--- src/rtl/prng_arb.sv ---
// Round-robin arbiter sharing one prng core among NREQ requesters; also sequences core reseeding.
// Optional automatic reseed every RESEED_INTERVAL grants is enabled by defining PRNG_ARB_RESEED_EN.
module prng_arb #(
  parameter int NREQ            = 4,
  parameter int RESEED_INTERVAL = 1024
) (
  input  logic            clk,
  input  logic            rst,
  input  logic [NREQ-1:0] req,
  output logic [NREQ-1:0] ack,
  output logic [31:0]     data,
  input  logic            seed_wr,
  input  logic [31:0]     seed_in,
  output logic            busy,
  output logic            prng_rst,
  output logic [31:0]     prng_seed,
  output logic            prng_next,
  input  logic [31:0]     prng_num
);

  localparam int LW = (NREQ > 1) ? $clog2(NREQ) : 1;
  localparam logic [LW-1:0] LAST_RST = LW'(NREQ - 1);
  localparam logic [LW:0]   NREQ_W   = (LW+1)'(NREQ);

  typedef enum logic [1:0] {S_INIT, S_IDLE, S_ADV} state_t;

  state_t          r_state, w_state_next;
  logic [NREQ-1:0] r_ack;
  logic [31:0]     r_data;
  logic [31:0]     r_seed;
  logic            r_pend;
  logic [LW-1:0]   r_last;

  logic [LW:0]       w_base;
  logic [2*NREQ-1:0] w_dbl;
  logic [NREQ-1:0]   w_rot;
  logic [LW-1:0]     w_off;
  logic [LW:0]       w_sum;
  logic [LW-1:0]     w_win;
  logic              w_any;
  logic [NREQ-1:0]   w_onehot;
  logic              w_grant;

  // Rotate requests so bit 0 is the index right after the last winner, then take the lowest set bit.
  always_comb begin
    w_base = {1'b0, r_last} + 1'b1;
    w_dbl  = {req, req};
    w_rot  = w_dbl[w_base +: NREQ];
    w_any  = |w_rot;
    w_off  = '0;
    for (int j = NREQ - 1; j >= 0; j--) begin
      if (w_rot[j]) w_off = LW'(j);
    end
    w_sum = w_base + {1'b0, w_off};
    w_win = (w_sum >= NREQ_W) ? LW'(w_sum - NREQ_W) : w_sum[LW-1:0];
  end

  for (genvar gi = 0; gi < NREQ; gi++) begin : g_onehot
    assign w_onehot[gi] = (w_win == LW'(gi));
  end

  assign w_grant = (r_state == S_IDLE) && !r_pend && w_any;

  always_ff @(posedge clk) begin
    if (rst) r_state <= S_INIT;
    else     r_state <= w_state_next;
  end

  always_comb begin
    w_state_next = r_state;
    case (r_state)
      S_INIT: w_state_next = S_IDLE;
      S_IDLE: begin
        if (r_pend)     w_state_next = S_INIT;
        else if (w_any) w_state_next = S_ADV;
      end
      S_ADV:  w_state_next = S_IDLE;
      default: w_state_next = S_INIT;
    endcase
  end

`ifdef PRNG_ARB_RESEED_EN
  localparam int CW = $clog2(RESEED_INTERVAL) + 1;
  localparam logic [CW-1:0] CNT_WRAP = CW'(RESEED_INTERVAL - 1);
  logic [CW-1:0] r_cnt;
`else
  // Keeps the interval parameter referenced when the auto-reseed counter is not built.
  logic [31:0] w_unused_interval;
  assign w_unused_interval = RESEED_INTERVAL;
`endif

  always_ff @(posedge clk) begin
    if (rst) begin
      r_ack  <= '0;
      r_data <= '0;
      r_seed <= '0;
      r_pend <= 1'b0;
      r_last <= LAST_RST;
`ifdef PRNG_ARB_RESEED_EN
      r_cnt  <= '0;
`endif
    end else begin
      r_ack <= '0;
      if (w_grant) begin
        r_ack  <= w_onehot;
        r_data <= prng_num;
        r_last <= w_win;
      end
      if ((r_state == S_IDLE) && r_pend) r_pend <= 1'b0;
`ifdef PRNG_ARB_RESEED_EN
      if (r_state == S_INIT) begin
        r_cnt <= '0;
      end else if (w_grant) begin
        if (r_cnt == CNT_WRAP) begin
          r_cnt  <= '0;
          r_seed <= r_seed ^ prng_num;
          r_pend <= 1'b1;
        end else begin
          r_cnt <= r_cnt + 1'b1;
        end
      end
`endif
      // An external seed write takes priority over both pend-clear and the automatic seed.
      if (seed_wr) begin
        r_seed <= seed_in;
        r_pend <= 1'b1;
      end
    end
  end

  assign ack       = r_ack;
  assign data      = r_data;
  assign prng_seed = r_seed;
  assign prng_rst  = (r_state == S_INIT);
  assign prng_next = (r_state == S_ADV);
  assign busy      = (r_state != S_IDLE) | r_pend;

endmodule

--- config.mk ---
export PLATFORM = sky130hd
export DESIGN_NAME = prng_arb
export DESIGN_NICKNAME = d
export VERILOG_FILES = /design/src/rtl/prng_arb.sv
export SDC_FILE = /design/constraint.sdc
export NUM_CORES = 1
export LEC_CHECK = 0
export CAP_MARGIN = 25
export CELL_PAD_IN_SITES_DETAIL_PLACEMENT = 0
export CELL_PAD_IN_SITES_GLOBAL_PLACEMENT = 1
export CORE_UTILIZATION = 28
export DETAILED_ROUTE_END_ITERATION = 10
export GPL_TIMING_DRIVEN = 0
export PLACE_DENSITY_LB_ADDON = 0.1
export SYNTH_ARGS = -nofsm -noshare
export SYNTH_HDL_FRONTEND = slang
export SYNTH_SLANG_ARGS = --single-unit
--- constraint.sdc ---
create_clock -name clk -period 2.8 [get_ports clk]
set_input_delay 0.56 -clock clk [delete_from_list [all_inputs] [get_ports clk]]
set_output_delay 0.56 -clock clk [all_outputs]
set_load 0.05 [all_outputs]
==> flow_summary.yaml, run 1 <==
run_status:
  outcome: "finished, final reports clean"
global_routing:
  grt_start_max_net_pins: 12
  grt_pass1_vias: 2412
  antenna_found_initial: 0
  grt_overflow: 0
  grt_pass1_wl_mm: 11.5
  grtUsageTotal: 0.146
clocking:
  htreeDepth: 3
  cts_hold_buf: 0
  clkLatencyLatePin_ps: 340
  clockRootBuffer: "clkbuf_8"
  clkTransAtPathRegs_ps: 80
  cts_resized: 0
  cts_buffers: 9
  cts_buffer_depth: 2
  clock_sinks: 73
  cts_tree: "built"
  cts_setup_buffers: 0
die:
  core_area_um2: 9680
  die_area_um2: 10300
  rows: 36
  die_x_um: 102
  initial_core_util: 0.287
  die_h_um: 102
  num_io_pins: 142
worst_setup_path:
  slowest_stage: "clkdlybuf4s50_1"
  worst_ep_arrival_time_ps: 2650
  worstSetupPathType: "in2reg"
  critPathBufInv: 1
  path_delay_family: "buffers and inverters"
  cp-end-kind: "flip-flop"
  crit_path_max_incr_delay_ps: 640
  path_cells: "clkdlybuf4s50_1, nand3b_1, a31oi_1, a211oi_1, ha_1, xnor3_1, nor4_1"
  cp-start-kind: "primary input"
  crit_fanout: 7
  cp.required_ps: 3040
detailed_routing:
  routed-via-count: 2549
  met3_length_um: 752
  postRouteWirelength_mm: 7.47
  vias_per_cell: 4.31
  drt-initial-drc-count: 73
  wire_per_inst_um: 12.6
  highest_layer: "met4"
  first_pass_iters: 4
  drt.antenna.violating_nets: 0
  drt_drc_violations_left: 0
  met2WireLength_mm: 3.25
  wirelength_met1_mm: 3.34
synthesis:
  synth_fp_nets: 382
  ys_ff_latch: 73
  ys_types: 27
  yosysSeqAreaShare: 0.525
  yosysWarnings: 0
  syn_area_per_cell_um2: 9.01
  synth_cells: 309
  synth_area_um2: 2780
timing:
  relSlewSlack: 0.635
  finClkSkew_ps: 6.01
  min_period_ps: 2420
  slew_violations: 0
  rsz0062_at_grt: "false"
  fin_tns_setup_ps: 0
  worst_pin_slew_ps: 547
  setup_violations: 0
  setup_ws_ps: 383
  hold_viol_final: 0
  max_freq_mhz: 414
  period_share: 0.863
placement:
  pre_cts_ws_ps: 30.8
  gp_congestion: 0.707
  port_buffers: 136
  place_hpwl_mm: 5.35
power_and_ir_drop:
  p_per_area_nw_per_um2: 548
  ir_worst_vdd_v: 0.000241
  p_leak_nw: 1.76
finish:
  num-nets-final: 529
  diodes: 0
  drive_gt1_frac: 0.0654
  final_common_cell: "clkdlybuf4s50_1"
  area_growth_pct: 60.3
  layout.cells.most_common_list: "clkdlybuf4s50_1 (136), dfxtp_1 (73), nand2_1 (68)"
min_path:
  hold_class: "reg2reg"
flow_run:
  cap_violations: 0
[cell families (layout without fill, tap and decap cells)]
group                    count (synthesis)  in the layout  synth area share
AND/OR/NAND/NOR                        128            128             0.188
flip-flops                              73             73             0.525
AO/OA/AOI/OAI                           43             43            0.0863
multiplexers                            34             34             0.122
buffers and inverters                   27            177            0.0526
adder cells (fa/ha/maj)                  2              2           0.00899
XOR/XNOR                                 2              2            0.0162
[Yosys cell counts]
cell type,count,share of area
dfxtp_1,73,0.53
nand2_1,68,0.092
nor2_1,49,0.066
a21oi_1,34,0.061
mux2i_1,34,0.12
buf_2,9,0.016
clkbuf_1,9,0.012
nor4_1,5,0.011
buf_4,3,0.0081
buf_6,3,0.012
inv_1,3,0.0040
ha_1,2,0.0090
or3_1,2,0.0045
xnor3_1,2,0.016
a211o_1,1,0.0031
a211oi_1,1,0.0027
a221oi_1,1,0.0031
a31oi_1,1,0.0022
nand2b_1,1,0.0022
nand3b_1,1,0.0027
nor2b_1,1,0.0022
nor4_4,1,0.0076
o2111ai_1,1,0.0031
o21a_1,1,0.0027
o21ai_0,1,0.0018
o21bai_1,1,0.0027
o311a_1,1,0.0036
[worst paths after layout]
path | from | slack, ps | end | depth (start not counted)
max | req[0] | 380 | ack[3] | 7
min | data[9] | 450 | data[9] | 2
max reg2reg | r_last[0] | 570 | ack[3] | 9
min reg2reg | data[9] | 450 | data[9] | 2
[worst register-to-register path: cells and delay by family, from the launching register on]
family                     cells  cell delay (ps)
AOI/OAI and AO/OA              3              630
xor gates and xnor gates       1              370
adders and majority gates      1              320
buffers and inverters          2              240
DFF                            1              310
and+or+nand+nor                2              260
[state kept, by name, indices dropped and copies added, names as in the netlist]
signal / cells
r_pend: 1
prng_seed: 32
data: 32
ack: 4
r_last: 2
r_state: 2
[per-stage QoR]
stage               power (mW)  instance area, um2  cells  hold WS, ps   util
floorplan                 1.54                2780    309          447      -
global placement          1.79                4310    578          440  0.445
detailed placement        1.79                4310    578          446  0.445
CTS                       2.48                4460    592          456  0.460
global route              2.57                4460    592          473  0.460
finish                    2.44                4460    592          453  0.460
[report_power, final]
part	internal [mW]	leakage, nW	switching (mW)
Combinational	0.267	1.08	0.369
Sequential	1.10	0.599	0.0288
Clock	0.304	0.0843	0.378
Total	1.67	1.76	0.776
[layer usage]
layer,vias up,global-route usage
met5,-,0
met4,0,0.0713
met3,12,0.0697
met2,93,0.223
met1,1138,0.172
li1,1306,-
[area by class of cell]
type / instances / area, um2
Buffer: 24 / 135
Clock buffer: 9 / 124
Clock inverter: 5 / 25.0
Fill cell: 960 / 5230
Inverter: 3 / 11.3
Multi-Input combinational cell: 209 / 1170
Sequential cell: 73 / 1460
Tap cell: 133 / 166
Timing Repair Buffer: 136 / 1360
Power figures use the tool's default switching activity.
==> inputs of run 2 (changes only) <==
CAP_MARGIN = 10   (was 25)
SLEW_MARGIN = 20   (was not set)
==> results of run 2 <==
Same layout as run 1: the final DEF is identical, and so are final timing and power.
